### src/rtl/pe_ram_load_sequencer_pkg.sv
// Shared types and configuration for the PE filter-cache load sequencer.
// Optional abort support is enabled by defining PE_RAM_LOAD_SEQ_ABORT_EN.
package pe_ram_load_sequencer_pkg;

    localparam int unsigned NUM_FILTERS    = 2;
    localparam int unsigned RAM_DEPTH      = 512;
    localparam int unsigned RAM_ADDR_WIDTH = 9;
    localparam int unsigned RAM_WIDTH      = 16;

    typedef logic [RAM_ADDR_WIDTH-1:0] ram_addr_t;

    typedef enum logic [1:0] {
        IDLE = 2'd0,
        LOAD = 2'd1,
        DONE = 2'd2
    } load_seq_state_e;

    function automatic int unsigned pe_id_width(input int unsigned n);
        return (n <= 1) ? 1 : $clog2(n);
    endfunction

    localparam int unsigned FILTER_ID_WIDTH = pe_id_width(NUM_FILTERS);

endpackage

### src/rtl/pe_ram_load_counter.sv
// Nested word -> filter -> pe counter with per-level wrap flags.
// Optional abort support (PE_RAM_LOAD_SEQ_ABORT_EN) does not affect this block.
module pe_ram_load_counter
    import pe_ram_load_sequencer_pkg::*;
#(
    parameter int unsigned NUM_PES = 4,
    localparam int unsigned PE_W   = pe_id_width(NUM_PES)
) (
    input  logic                        clock,
    input  logic                        resetn,
    input  logic                        i_clear,
    input  logic                        i_step,
    input  logic [RAM_ADDR_WIDTH:0]     i_count,
    output logic [RAM_ADDR_WIDTH-1:0]   o_word,
    output logic [FILTER_ID_WIDTH-1:0]  o_filter,
    output logic [PE_W-1:0]             o_pe,
    output logic                        o_word_wrap,
    output logic                        o_filter_wrap,
    output logic                        o_pe_wrap
);

    localparam logic [FILTER_ID_WIDTH-1:0] FILT_LAST = FILTER_ID_WIDTH'(NUM_FILTERS - 1);
    localparam logic [PE_W-1:0]            PE_LAST   = PE_W'(NUM_PES - 1);

    logic [RAM_ADDR_WIDTH-1:0]  r_word;
    logic [FILTER_ID_WIDTH-1:0] r_filter;
    logic [PE_W-1:0]            r_pe;

    assign o_word        = r_word;
    assign o_filter      = r_filter;
    assign o_pe          = r_pe;
    assign o_word_wrap   = ({1'b0, r_word} == (i_count - (RAM_ADDR_WIDTH+1)'(1)));
    assign o_filter_wrap = (r_filter == FILT_LAST);
    assign o_pe_wrap     = (r_pe == PE_LAST);

    always_ff @(posedge clock or negedge resetn) begin
        if (!resetn) begin
            r_word   <= '0;
            r_filter <= '0;
            r_pe     <= '0;
        end else if (i_clear) begin
            r_word   <= '0;
            r_filter <= '0;
            r_pe     <= '0;
        end else if (i_step) begin
            if (o_word_wrap) begin
                r_word <= '0;
                if (o_filter_wrap) begin
                    r_filter <= '0;
                    r_pe     <= o_pe_wrap ? '0 : r_pe + PE_W'(1);
                end else begin
                    r_filter <= r_filter + FILTER_ID_WIDTH'(1);
                end
            end else begin
                r_word <= r_word + RAM_ADDR_WIDTH'(1);
            end
        end
    end

endmodule

### src/rtl/pe_ram_load_sequencer.sv
// Streams filter words into per-PE caches as registered write requests.
// Define PE_RAM_LOAD_SEQ_ABORT_EN to add i_abort / o_aborted.
module pe_ram_load_sequencer
    import pe_ram_load_sequencer_pkg::*;
#(
    parameter int unsigned NUM_PES = 4,
    localparam int unsigned PE_W   = pe_id_width(NUM_PES),
    localparam int unsigned REQ_W  = 1 + PE_W + FILTER_ID_WIDTH + RAM_ADDR_WIDTH + RAM_WIDTH
) (
    input  logic                      clock,
    input  logic                      resetn,
    input  logic                      i_start,
    input  logic [RAM_ADDR_WIDTH-1:0] i_base_addr,
    input  logic [RAM_ADDR_WIDTH:0]   i_num_words,
    input  logic [RAM_WIDTH-1:0]      i_data,
    input  logic                      i_valid,
`ifdef PE_RAM_LOAD_SEQ_ABORT_EN
    input  logic                      i_abort,
    output logic                      o_aborted,
`endif
    output logic                      o_ready,
    output logic [REQ_W-1:0]          o_write_request,
    output logic                      o_busy,
    output logic                      o_done
);

    typedef struct packed {
        logic                       enable;
        logic [PE_W-1:0]            pe_id;
        logic [FILTER_ID_WIDTH-1:0] filter_id;
        ram_addr_t                  addr;
        logic [RAM_WIDTH-1:0]       data;
    } ram_write_request_t;

    localparam logic [RAM_ADDR_WIDTH:0] DEPTH_W = (RAM_ADDR_WIDTH+1)'(RAM_DEPTH);

    load_seq_state_e            r_state, w_state_next;
    ram_addr_t                  r_base;
    logic [RAM_ADDR_WIDTH:0]    r_count;
    ram_write_request_t         r_req;

    logic                       w_start_ok, w_abort, w_hs, w_last;
    logic [RAM_ADDR_WIDTH:0]    w_num_clamped, w_addr_sum, w_addr_mod;
    logic [RAM_ADDR_WIDTH-1:0]  w_word;
    logic [FILTER_ID_WIDTH-1:0] w_filter;
    logic [PE_W-1:0]            w_pe;
    logic                       w_word_wrap, w_filter_wrap, w_pe_wrap;

`ifdef PE_RAM_LOAD_SEQ_ABORT_EN
    logic r_aborted;
    assign w_abort   = (r_state == LOAD) && i_abort;
    assign o_aborted = r_aborted && (r_state == DONE);

    always_ff @(posedge clock or negedge resetn) begin
        if (!resetn)         r_aborted <= 1'b0;
        else if (w_start_ok) r_aborted <= 1'b0;
        else if (w_abort)    r_aborted <= 1'b1;
    end
`else
    assign w_abort = 1'b0;
`endif

    // o_ready depends on registered state only, so i_valid never reaches it.
    assign o_ready         = (r_state == LOAD);
    assign o_busy          = (r_state != IDLE);
    assign o_done          = (r_state == DONE);
    assign o_write_request = r_req;

    assign w_start_ok    = (r_state == IDLE) && i_start;
    assign w_hs          = i_valid && o_ready && !w_abort;
    assign w_last        = w_word_wrap && w_filter_wrap && w_pe_wrap;
    assign w_num_clamped = (i_num_words > DEPTH_W) ? DEPTH_W : i_num_words;
    assign w_addr_sum    = {1'b0, r_base} + {1'b0, w_word};
    assign w_addr_mod    = (w_addr_sum >= DEPTH_W) ? (w_addr_sum - DEPTH_W) : w_addr_sum;

    pe_ram_load_counter #(
        .NUM_PES (NUM_PES)
    ) u_counter (
        .clock         (clock),
        .resetn        (resetn),
        .i_clear       (w_start_ok),
        .i_step        (w_hs),
        .i_count       (r_count),
        .o_word        (w_word),
        .o_filter      (w_filter),
        .o_pe          (w_pe),
        .o_word_wrap   (w_word_wrap),
        .o_filter_wrap (w_filter_wrap),
        .o_pe_wrap     (w_pe_wrap)
    );

    always_comb begin
        w_state_next = r_state;
        case (r_state)
            IDLE: if (i_start) w_state_next = (i_num_words == '0) ? DONE : LOAD;
            LOAD: if (w_abort || (w_hs && w_last)) w_state_next = DONE;
            DONE: w_state_next = IDLE;
            default: w_state_next = IDLE;
        endcase
    end

    always_ff @(posedge clock or negedge resetn) begin
        if (!resetn) begin
            r_state <= IDLE;
            r_base  <= '0;
            r_count <= '0;
            r_req   <= '0;
        end else begin
            r_state      <= w_state_next;
            r_req.enable <= w_hs;
            if (w_start_ok) begin
                r_base  <= i_base_addr;
                r_count <= w_num_clamped;
            end
            if (w_hs) begin
                r_req.pe_id     <= w_pe;
                r_req.filter_id <= w_filter;
                r_req.addr      <= w_addr_mod[RAM_ADDR_WIDTH-1:0];
                r_req.data      <= i_data;
            end
        end
    end

endmodule

### config.mk
export PLATFORM = sky130hd
export DESIGN_NAME = pe_ram_load_sequencer
export DESIGN_NICKNAME = d
export VERILOG_FILES = /design/src/rtl/pe_ram_load_sequencer_pkg.sv /design/src/rtl/pe_ram_load_counter.sv /design/src/rtl/pe_ram_load_sequencer.sv
export SDC_FILE = /design/constraint.sdc
export NUM_CORES = 1
export LEC_CHECK = 0
export BUFFER_PORTS_ARGS = -buffer_cell sky130_fd_sc_hd__buf_2
export CORE_MARGIN = 2
export CORE_UTILIZATION = 30
export DETAILED_ROUTE_END_ITERATION = 7
export GPL_TIMING_DRIVEN = 0
export PLACE_DENSITY_LB_ADDON = 0.25
export REMOVE_ABC_BUFFERS = 1
export SYNTH_ARGS = -nofsm -noshare
export SYNTH_HDL_FRONTEND = slang
export SYNTH_HIERARCHICAL = 1
export SYNTH_SLANG_ARGS = --single-unit
### constraint.sdc
create_clock -name clock -period 3 [get_ports clock]
set_input_delay 0.15 -clock clock [delete_from_list [all_inputs] [get_ports clock]]
set_output_delay 0.15 -clock clock [all_outputs]
set_load 0.02 [all_outputs]
Word-level counts from Yosys, hierarchy flattened

Cells that the tools add are included.

Bits in registers: 62
Output and inout port bits: 32
Logic and storage cells: 57

Add/sub/neg operators: 6
Order comparisons: 2
Equal/unequal tests: 6
Mux-type cells: 18
Reductions and logical operators: 14

Operators by type and width:

| kind                                                      | count |
|---|---|
| 2-to-1 mux 9 bit                                          | 4 |
| 2-to-1 mux 2 bit                                          | 8 |
| adder 9 x 9 -> 10 bit                                     | 1 |
| equality test 9 x 10 -> 1 bit                             | 1 |
| greater-or-equal comparator 10 bit, second input constant | 1 |
| > comparator 10 bit, second input constant                | 1 |
| logical NOT 10 bit                                        | 1 |
| 2-to-1 mux 10 bit                                         | 1 |
| subtractor 10 x 1 -> 10 bit, second input constant        | 1 |
| adder 9 x 1 -> 9 bit, second input constant               | 1 |
| subtractor 9 x 1 -> 9 bit, second input constant          | 1 |
| nonzero test 2 bit                                        | 4 |
| logical AND 1 bit                                         | 5 |
| equality test 2 bit, second input constant                | 2 |
| 2-to-1 mux 1 bit                                          | 4 |
| one-hot mux 2 bit (2 select lines)                        | 1 |
| AND reduction 2 bit                                       | 2 |
| AND reduction 3 bit                                       | 1 |
| adder 2 x 1 -> 2 bit, second input constant               | 1 |
| equality test 2 x 1 -> 1 bit, second input constant       | 1 |
| logical NOT 2 bit                                         | 1 |
| != test 2 x 1 -> 1 bit, second input constant             | 1 |
| != test 2 bit, second input constant                      | 1 |
| adder 1 bit, second input constant                        | 1 |

Depth between registers and ports, before layout

Word-level depth: 7
Depth in mapped cells: 10

By module

The synthesis kept the hierarchy.

Modules (own cells, without submodules):

| module                | times used | cells an instance | area an instance (um^2) | sequential area each (um^2) |
|---|---|---|---|---|
| pe_ram_load_sequencer | 1          | 233               | 2,297.2                 | 1,251.2 |
| pe_ram_load_counter   | 1          | 113               | 1,016.0                 | 300.3 |

Least setup slack after synthesis

No wires, ideal clock.

Path type: register to register
From: register r_count[0]
To: register u_counter.r_filter, in the netlist u_counter/o_filter
Setup time: 0.078 ns
Data arrival time: 2.180 ns
Path slack: 0.742 ns
Cell stages (with the launch flop): 9
Buffers on the path: 0
Clock period less this slack: 2.258 ns
Cells stage by stage: dfrtp_1 > inv_1 > ha_1 > nor2b_2 > nor3_1 > a211oi_1 > a2111o_1 > or4_1 > a21oi_1

Word-level cells in the longest chain between the ends: 4

RTL lines:

| element                              | RTL line                     | source |
|---|---|---|
| start: declaration                   | pe_ram_load_sequencer.sv:39  | `logic [RAM_ADDR_WIDTH:0] r_count;` |
| start signal: assignment             | pe_ram_load_sequencer.sv:113 | `r_count <= w_num_clamped;` |
| subtractor 10 x 1 -> 10 bit          | pe_ram_load_counter.sv:32    | `assign o_word_wrap = ({1'b0, r_word} == (i_count - (RAM_ADDR_WIDTH+1)'(1)));` |
| equality test 9 x 10 -> 1 bit        | pe_ram_load_counter.sv:32    |  |
| nonzero test 2 bit (no source line)  | --                           |  |
| AND reduction 2 bit (no source line) | --                           |  |
| end signal: assignment               | pe_ram_load_counter.sv:52    | `r_filter <= r_filter + FILTER_ID_WIDTH'(1);` |
| end: declaration                     | pe_ram_load_counter.sv:26    | `logic [FILTER_ID_WIDTH-1:0] r_filter;` |

No other way between the ends.
A chain may end at the register's enable or synchronous reset.

Final worst setup path

From: register r_state[0]
To: register u_counter.r_word[7], in the netlist u_counter/o_word[7]

Word-level cells in the longest chain between the ends: 3
Elaborated cells between the ends (all ways): 6
Those cells by class: eq/ne: 1; mux: 1; reduce/logical: 4

RTL lines:

| element                                                       | RTL line                     | source |
|---|---|---|
| start: declaration                                            | pe_ram_load_sequencer.sv:37  | `load_seq_state_e r_state, w_state_next;` |
| start signal: assignment                                      | pe_ram_load_sequencer.sv:109 | `r_state <= w_state_next;` |
| logical NOT 2 bit *                                           | pe_ram_load_sequencer.sv:69  | `assign w_start_ok = (r_state == IDLE) && i_start;` |
| logical AND 1 bit *                                           | pe_ram_load_sequencer.sv:69  |  |
| via w_start_ok                                                | pe_ram_load_sequencer.sv:42  | `logic w_start_ok, w_abort, w_hs, w_last;` |
| 2-to-1 mux 9 bit / nonzero test 2 bit (equally long branches) | --                           |  |
| end signal: assignment                                        | pe_ram_load_counter.sv:55    | `r_word <= r_word + RAM_ADDR_WIDTH'(1);` |
| end: declaration                                              | pe_ram_load_counter.sv:25    | `logic [RAM_ADDR_WIDTH-1:0] r_word;` |

The timed path passes the listed nets; every way through them passes the cells marked *.

==> flow_summary.ini <==
[synth]
synth_cell_types = 56
synth.area.top_cells = dfrtp_1 47%, nand2_1 9.5%, ha_1 4.2%
synth_area_mm2 = 0.00331
synth_cells = 346
seq_area_frac_synth = 0.468
yosysMostFrequentCell = nand2_1
synthArstFlopShare = 1.00
synth_edf_count = 0
ys.flop_type = dfrtp_1
ys_seq_elements = 62
synth_warnings = 6
synth_area_per_cell_um2 = 9.58
synth_top_area_share = 0.468
ys_top_cells_by_count = 84 x nand2_1, 62 x dfrtp_1, 20 x o21ai_0, 16 x nor2_1, 12 x a21oi_1
post-synth-top-area-cell = dfrtp_1

[clock_tree]
clk_pin_slew_ns = 0.08
root_buffer = clkbuf_8
cts_inserted_buffers = 9
cts_resized = 0
worstSkewPairLatency_ns = 0.35
cts_max_level = 3
cts_num_sinks = 62
cts_buffer_depth = 2
tritoncts = yes

[run_status]
status = finished clean

[sta]
hold_viol = 0
setup_viol = 0
fmax_ghz = 0.386
fin_crit_ns = 2.59
tightest_slew_ns = 1.05
finClkSkew_ns = 0.0111
drv_slew = 0
slew_headroom = 0.298
period_share = 0.864
rsz0062_at_grt = false
timing.final.ws_setup_ns = 0.407

[global_route]
track_usage = 0.138
antenna_found_initial = 0
grt_pass1_vias = 2711
grt-ovfl-total = 0
grt_max_degree = 63
grt_pass1_wl_mm = 12.7

[floorplan]
initial_core_util = 0.307
die_y_um = 109
die_x_um = 109
dieArea_mm2 = 0.0119
rows = 38
ioPinCount = 71
core_mm2 = 0.0108

[worst_setup_path]
critPathRequiredTime_ns = 3.24
cp-end-kind = flop
startpoint_type = flop
crit_fanout = 29
worstSetupPathType = flop to flop
critPathArrivalTime_ns = 2.84

[routing]
wl_per_cell_um = 13.0
dr.pass1.iters = 4
drc = 0
first_iter_violations = 114
routed_wl_mm = 7.59
drtAntennaViolNets = 0
viasPerCell = 4.75
vias = 2772

[min_path]
hold_class = input pin to flop

[place]
io_buffers = 70
dp_hpwl_mm = 5.11
post-place-cells = 542
gp_congestion = 0.755
pre_cts_slack_ns = -0.771

[layout]
area_growth_pct = 26.4
drive_gt1_frac = 0.259
antenna_cells = 0
finalNetCount = 490
instances_no_fill = 584

[pwr]
ir_drop_mv = 0.329
p_per_area_mw_per_mm2 = 958
total_leakage_power_uw = 0.00206
finalPower_uw = 4010

[job]
drv_cap = 0
-- layout by cell type (no fill, tap or decap), drive strengths merged, types with 4 or more instances in the layout --
cell type	count
ha	11
xor2	9
xnor2	11
nand2b	9
inv	8
a21o	4
nand2	84
o211ai	4
o21ai	20
dlygate4sd3	17
nor3	7
clkbuf	9
a211oi	5
mux2	11
dfrtp	62
clkinv	4
nand4	5
buf	78
a21oi	12
nand3	9
nor2	17
-- metrics by stage --
step | utilization | cell area, µm² | setup TNS (ns) | hold slack (ns)
2_1_floorplan | - | 3230 | 0 | -0.146
3_3_place_gp | 0.348 | 3750 | -6.69 | 0.341
3_5_place_dp | 0.348 | 3760 | -8.72 | 0.300
4_1_cts | 0.387 | 4170 | 0 | 0.0132
5_1_grt | 0.388 | 4190 | 0 | 0.0271
6_report | 0.388 | 4190 | 0 | 0.0327
-- repair_timing --
action | in CTS | in global routing
setup buffers | 7 | 0
setup endpoints to repair | 36 | 0
hold buffers | 17 | 0
hold endpoints to repair | 78 | 0
-- power breakdown --
part	switching, µW	internal (µW)	total (µW)
Combinational	1060	779	1840
Sequential	292	1160	1450
Clock	345	377	722
Total	1700	2310	4010
-- worst paths after layout --
kind	from	endpoint	slack, ns	cells after the start
setup / recovery	r_state[0]	u_counter/o_word[7]	0.41	8
hold / removal	i_base_addr[3]	r_base[3]	0.03	2
setup reg to reg	r_state[0]	u_counter/o_word[7]	0.41	8
hold reg to reg	o_write_request[2]	o_write_request[2]	0.47	2
max in group asynchronous	resetn	r_base[4]	2.04	2
min in group asynchronous	resetn	r_count[7]	0.43	2
-- per-layer routing --
layer	GRT usage	wire length, µm	vias to the layer above	share of wire
li1	-	-	1392	-
met1	0.172	3600	1300	0.47
met2	0.223	3430	68	0.45
met3	0.0287	382	12	0.050
met4	0.0760	182	0	0.024
met5	0	0	-	0
-- state kept, by name, indices dropped and copies added (netlist names) --
| register | count |
|---|---|
| o_write_request | 29 |
| r_count | 10 |
| r_base | 9 |
| u_counter/o_word | 9 |
| r_state | 2 |
| u_counter/o_pe | 2 |
| u_counter/o_filter | 1 |
-- cell type report --
type / count / area, µm²
timing repair inverter: 1 / 5.00
tap: 140 / 175
sequential: 62 / 1550
clock buffer: 9 / 124
multi-input combinational: 262 / 1650
inverter: 8 / 30.0
timing repair buffer: 95 / 591
fill: 1107 / 6610
clock inverter: 7 / 65.1
-- cells by family after synthesis --
group / share of synthesized area
adder cells (fa/ha/maj): 0.0476
AO/OA/AOI/OAI: 0.129
flip-flops: 0.468
multiplexers: 0.0404
AND/OR/NAND/NOR: 0.227
XOR/XNOR: 0.0529
buffers and inverters: 0.0347
-- critical path, stage by stage (launching register included) --
cell	delay (ns)
dfrtp_1	0.42
nor2_1	0.15
nand2_1	0.62
inv_1	0.52
o2111ai_1	0.24
nor2_1	0.21
nand3_1	0.12
xor2_1	0.16
nor2_1	0.05
Power figures use the tool's default switching activity.
